==> src/rtl/pwm_inc_dec_gen.sv <==
// rtl/pwm_inc_dec_gen.sv - tick-driven PWM generator with saturating inc/dec duty steps
//
// Ports:
//   CLK          system clock
//   RST          synchronous active-high reset
//   enable_tick  single-cycle strobe that advances the period counter by one
//   inc          synchronized level; its rising edge raises duty by STEP
//   dec          synchronized level; its rising edge lowers duty by STEP
//   pwm_out      registered PWM output, high while cnt < duty_active
//   duty         requested duty (ticks high per period)
//   period_start one-CLK pulse when the counter wraps to 0
module pwm_inc_dec_gen #(
    parameter int WIDTH     = 8,
    parameter int PERIOD    = 100,
    parameter int STEP      = 10,
    parameter int DUTY_INIT = 50
) (
    input  logic             CLK,
    input  logic             RST,
    input  logic             enable_tick,
    input  logic             inc,
    input  logic             dec,
    output logic             pwm_out,
    output logic [WIDTH-1:0] duty,
    output logic             period_start
);

    localparam logic [WIDTH:0]   PERIOD_X = (WIDTH+1)'(PERIOD);
    localparam logic [WIDTH:0]   STEP_X   = (WIDTH+1)'(STEP);
    localparam logic [WIDTH-1:0] CNT_LAST = WIDTH'(PERIOD - 1);
    localparam logic [WIDTH-1:0] DUTY_RST = WIDTH'(DUTY_INIT);

    logic [WIDTH-1:0] cnt;
    logic [WIDTH-1:0] duty_req;
    logic [WIDTH-1:0] duty_active;
    logic             inc_d;
    logic             dec_d;
    logic             inc_rise;
    logic             dec_rise;
    logic [WIDTH:0]   req_x;
    logic [WIDTH:0]   up_x;
    logic [WIDTH:0]   dn_x;
    logic [WIDTH-1:0] duty_next;

    assign inc_rise = inc & ~inc_d;
    assign dec_rise = dec & ~dec_d;

    // One extra bit of headroom so the step can be compared against the
    // limits before it is truncated back to WIDTH.
    always_comb begin
        req_x     = {1'b0, duty_req};
        up_x      = req_x + STEP_X;
        dn_x      = req_x - STEP_X;
        duty_next = duty_req;
        if (inc_rise && !dec_rise) begin
            duty_next = (up_x > PERIOD_X) ? PERIOD_X[WIDTH-1:0] : up_x[WIDTH-1:0];
        end else if (dec_rise && !inc_rise) begin
            duty_next = (req_x < STEP_X) ? '0 : dn_x[WIDTH-1:0];
        end
    end

    always_ff @(posedge CLK) begin
        if (RST) begin
            cnt          <= '0;
            duty_req     <= DUTY_RST;
            duty_active  <= DUTY_RST;
            pwm_out      <= 1'b0;
            period_start <= 1'b0;
            inc_d        <= 1'b0;
            dec_d        <= 1'b0;
        end else begin
            inc_d    <= inc;
            dec_d    <= dec;
            duty_req <= duty_next;
            pwm_out  <= (cnt < duty_active);
            if (enable_tick) begin
                if (cnt == CNT_LAST) begin
                    cnt          <= '0;
                    // Old duty_req: a request landing on the wrap edge waits a period.
                    duty_active  <= duty_req;
                    period_start <= 1'b1;
                end else begin
                    cnt          <= cnt + 1'b1;
                    period_start <= 1'b0;
                end
            end else begin
                period_start <= 1'b0;
            end
        end
    end

    assign duty = duty_req;

endmodule

==> config.mk <==
export PLATFORM = sky130hd
export DESIGN_NAME = pwm_inc_dec_gen
export DESIGN_NICKNAME = d
export VERILOG_FILES = /design/src/rtl/pwm_inc_dec_gen.sv
export SDC_FILE = /design/constraint.sdc
export NUM_CORES = 1
export LEC_CHECK = 0
export CAP_MARGIN = 20
export CORE_UTILIZATION = 50
export DETAILED_ROUTE_END_ITERATION = 6
export PLACE_DENSITY_LB_ADDON = 0.1
export SLEW_MARGIN = 5
export SYNTH_ARGS = -nofsm -noshare
export SYNTH_HDL_FRONTEND = slang
export SYNTH_SLANG_ARGS = --single-unit
==> constraint.sdc <==
create_clock -name CLK -period 2.7 [get_ports CLK]
set_input_delay 0.54 -clock CLK [delete_from_list [all_inputs] [get_ports CLK]]
set_output_delay 0.54 -clock CLK [all_outputs]
set_load 0.05 [all_outputs]
==> summary.md <==
| Metric | Value |
|---|---|
| Fillers | 314 |
| CP delay by family, top | buffers and inverters |
| Total number of vias | approximately 1400 |
| Synthesized flop and latch total | 26 |
| Cell area after layout | between 0.0015 and 0.002 mm2 |
| WL final | ~3.3 mm |
| Final Cycle Share | roughly 95% |
| Max Freq | 0.388 GHz |
| DRC violations left | 0 |
| Mapped cell area | approximately 0.0017 mm2 |
| Worst-margin pin slew | 0.671 ns |
| Crit end category | output port |
| Gate Count Post-Synth | between 150 and 200 |
| Number of buffers created by CTS | 3 |
| H-tree levels | 1 |
| Drt pass-1 iters | 4 |
| Post-CTS Setup Bufs | 0 |
| R2r startpoint | duty[3] |
| Worst skew pair latency | 0.33 ns |
| Overall Power | ~1.1 mW |
| Crit-path cells | clkdlybuf4s50_1 |
| IO Count | 15 |
| Run status | finished clean |
| Crit-path max FO | 19 |
| Initial core utilization | roughly 54% |
| Crit path from | duty[3] |
| Clock tree buffer depth | 2 |
| Final ANT Viol Nets | 0 |
| Die H | between 50 and 60 um |
| Overall Global Routing Usage | a little over a fifth |
| GP Congestion | 0.841 |
| Top FF cell, synth | dfxtp_1 |
| Max-Cap Viols | 0 |
| Syn nets | 212 |
| Leak | 0.700 nW |
| Core area | 0.00310 mm2 |
| Die Area | around 0.0036 mm2 |
| Worst min-delay path class | reg -> reg |
| Nets | 220 |
| Max Slew Vio Count | 0 |
| Vias in the first global route | 1292 |
| Resize count post-CTS | 0 |
| WL/cell | around 13 um |
| Area after DPL | 0.00177 mm2 |
| Post-route minimum period | roughly 2.6 ns |
| Max VDD drop | approximately 0.25 mV |
| Combined buffer and inverter count along the critical path | 1 |
| Port Buffers | 13 |
| Slew Limit Headroom | between 50% and 60% |
| Clock Pin Slew Worst Setup and Hold Paths | 0.15 ns |
| Final Setup Violations | 0 |
| PwrDens | just under 600 mW/mm2 |
| Vias per Instance | around 5.7 |
| Syn_area_per_cell | between 8 and 9 um2 |
| Clock skew | 0.00542 ns |
| Layout cells sized above 1 | under 10% |
| Row count | 20 |
| Die Wd | between 50 and 60 um |
| Ant. Diodes | 0 |
| Synth warn | 0 |
| Area growth, synth to finish | 9.36% |
| TNS Setup | 0 ns |
| DP HPWL | between 2 and 2.5 mm |
| Post-synthesis sequential area ratio | 31.2% |
| Synth async-reset ratio | 0% |
| Largest net degree at the start of global routing | 20 |
| Setup crit start kind | flip-flop |
| Clk sink count | 26 |
| Global-route wire length before repair | around 5.7 mm |
| Post-synth EDFFs | 0 |
| WP data required | about 2.2 ns |
| Critical Path Max Stage Delay | around 0.93 ns |
| Crit Path Class | reg -> out |
| Starting DRT DRC Count | 90 |
| Count of final hold-check violations | 0 |
| Critical Path Slowest Stage Cell | clkdlybuf4s50_1 |
| CP arrival | roughly 2.0 ns |
| CTS tree | built |
| Initial antenna violation count | 0 |
| Cts hold-fix bufs | 0 |
| GRT overflow | 0 |
| Synth cell types | 49 |
| RSZ-0062 raised after global routing | false |
| Clock tree root buffer cell | clkbuf_4 |
| Hold Startpoint | duty_active[2] |
[worst paths after layout]
| check | slack [ns] | end | depth (start not counted) |
|---|---|---|---|
| setup / recovery | 0.12 | duty[3] | 1 |
| hold / removal | 0.51 | duty_active[2] | 2 |
| setup reg to reg | 0.46 | duty[4] | 5 |
| hold reg to reg | 0.51 | duty_active[2] | 2 |
[kinds of logic (layout without fill, tap and decap cells)]
group | after synthesis | after routing | synth area share (%)
buf+inv | 28 | 35 | 9.81
compound gates | 48 | 48 | 21.0
mux | 7 | 7 | 4.19
fa+ha+maj | 11 | 11 | 8.24
flops | 26 | 26 | 31.2
simple gates | 66 | 66 | 20.7
other cells | 1 | 1 | 0.225
xor+xnor | 9 | 9 | 4.72
[power by group]
part,total [mW],leakage [nW],internal [mW],switching [mW]
Sequential,0.448,0.212,0.403,0.0444
Combinational,0.351,0.460,0.145,0.207
Clock,0.272,0.0279,0.150,0.122
[per-layer routing]
| layer | part of all wire, % | global-route usage [%] | wire length, um |
|---|---|---|---|
| met1 | 52 | 30.5 | 1740 |
| met2 | 42 | 32.4 | 1400 |
| met3 | 4.2 | 1.95 | 139 |
| met4 | 1.1 | 7.97 | 37 |
| met5 | 0 | 0 | 0 |
[sequential cells by signal, indices dropped and copies added, names as in the netlist]
signal,flops
period_start,1
pwm_out,1
cnt,8
duty_active,7
duty,7
inc_d,1
dec_d,1
[per-stage QoR]
step	setup slack (ns)	util [%]	instances	hold slack, ns
after floorplan	0.256	-	196	0.460
after global placement	0.334	57.2	243	0.477
after detailed placement	0.299	57.2	243	0.485
after CTS	0.168	58.9	247	0.519
after global routing	0.0799	58.9	247	0.552
final	0.124	58.9	247	0.509
[area by class of cell]
type,count,area [um2],area share (%)
repair buffers,17,160,8.77
multi-input cells,142,986,54.0
clock inverters,1,30.0,1.64
clock buffers,3,22.5,1.23
well taps,44,55.1,3.01
inverters,14,52.6,2.88
flip-flops and latches,26,520,28.5
[layout by cell type (no fill, tap or decap), types with 3 or more instances in the layout]
cell type	count
xnor2_1	3
nand4_1	3
dfxtp_1	26
nor2_1	21
ha_1	11
a211oi_1	4
nand2b_1	5
buf_4	4
nand2_1	11
clkbuf_4	3
o211ai_1	3
nor3_1	7
inv_1	14
clkdlybuf4s50_1	13
o21a_1	4
nor2b_1	4
mux2i_1	7
a21oi_1	13
o21ai_0	7
xor2_1	6
[synthesized netlist by cell type, types with 3 or more instances]
library cell | instances | area (um2)
a21oi_1 | 13 | 65.1
mux2i_1 | 7 | 70.1
buf_6 | 4 | 45.0
nor3_1 | 7 | 35.0
o211ai_1 | 3 | 22.5
xor2_1 | 6 | 52.6
nand2_1 | 11 | 41.3
a211oi_1 | 4 | 30.0
nand2b_1 | 5 | 31.3
nor2b_1 | 4 | 25.0
xnor2_1 | 3 | 26.3
clkbuf_1 | 5 | 18.8
ha_1 | 11 | 138
o21ai_0 | 7 | 35.0
dfxtp_1 | 26 | 521
o21a_1 | 4 | 30.0
nor2_1 | 21 | 78.8
inv_1 | 14 | 52.6
nand4_1 | 3 | 18.8
Power figures use the tool's default switching activity.
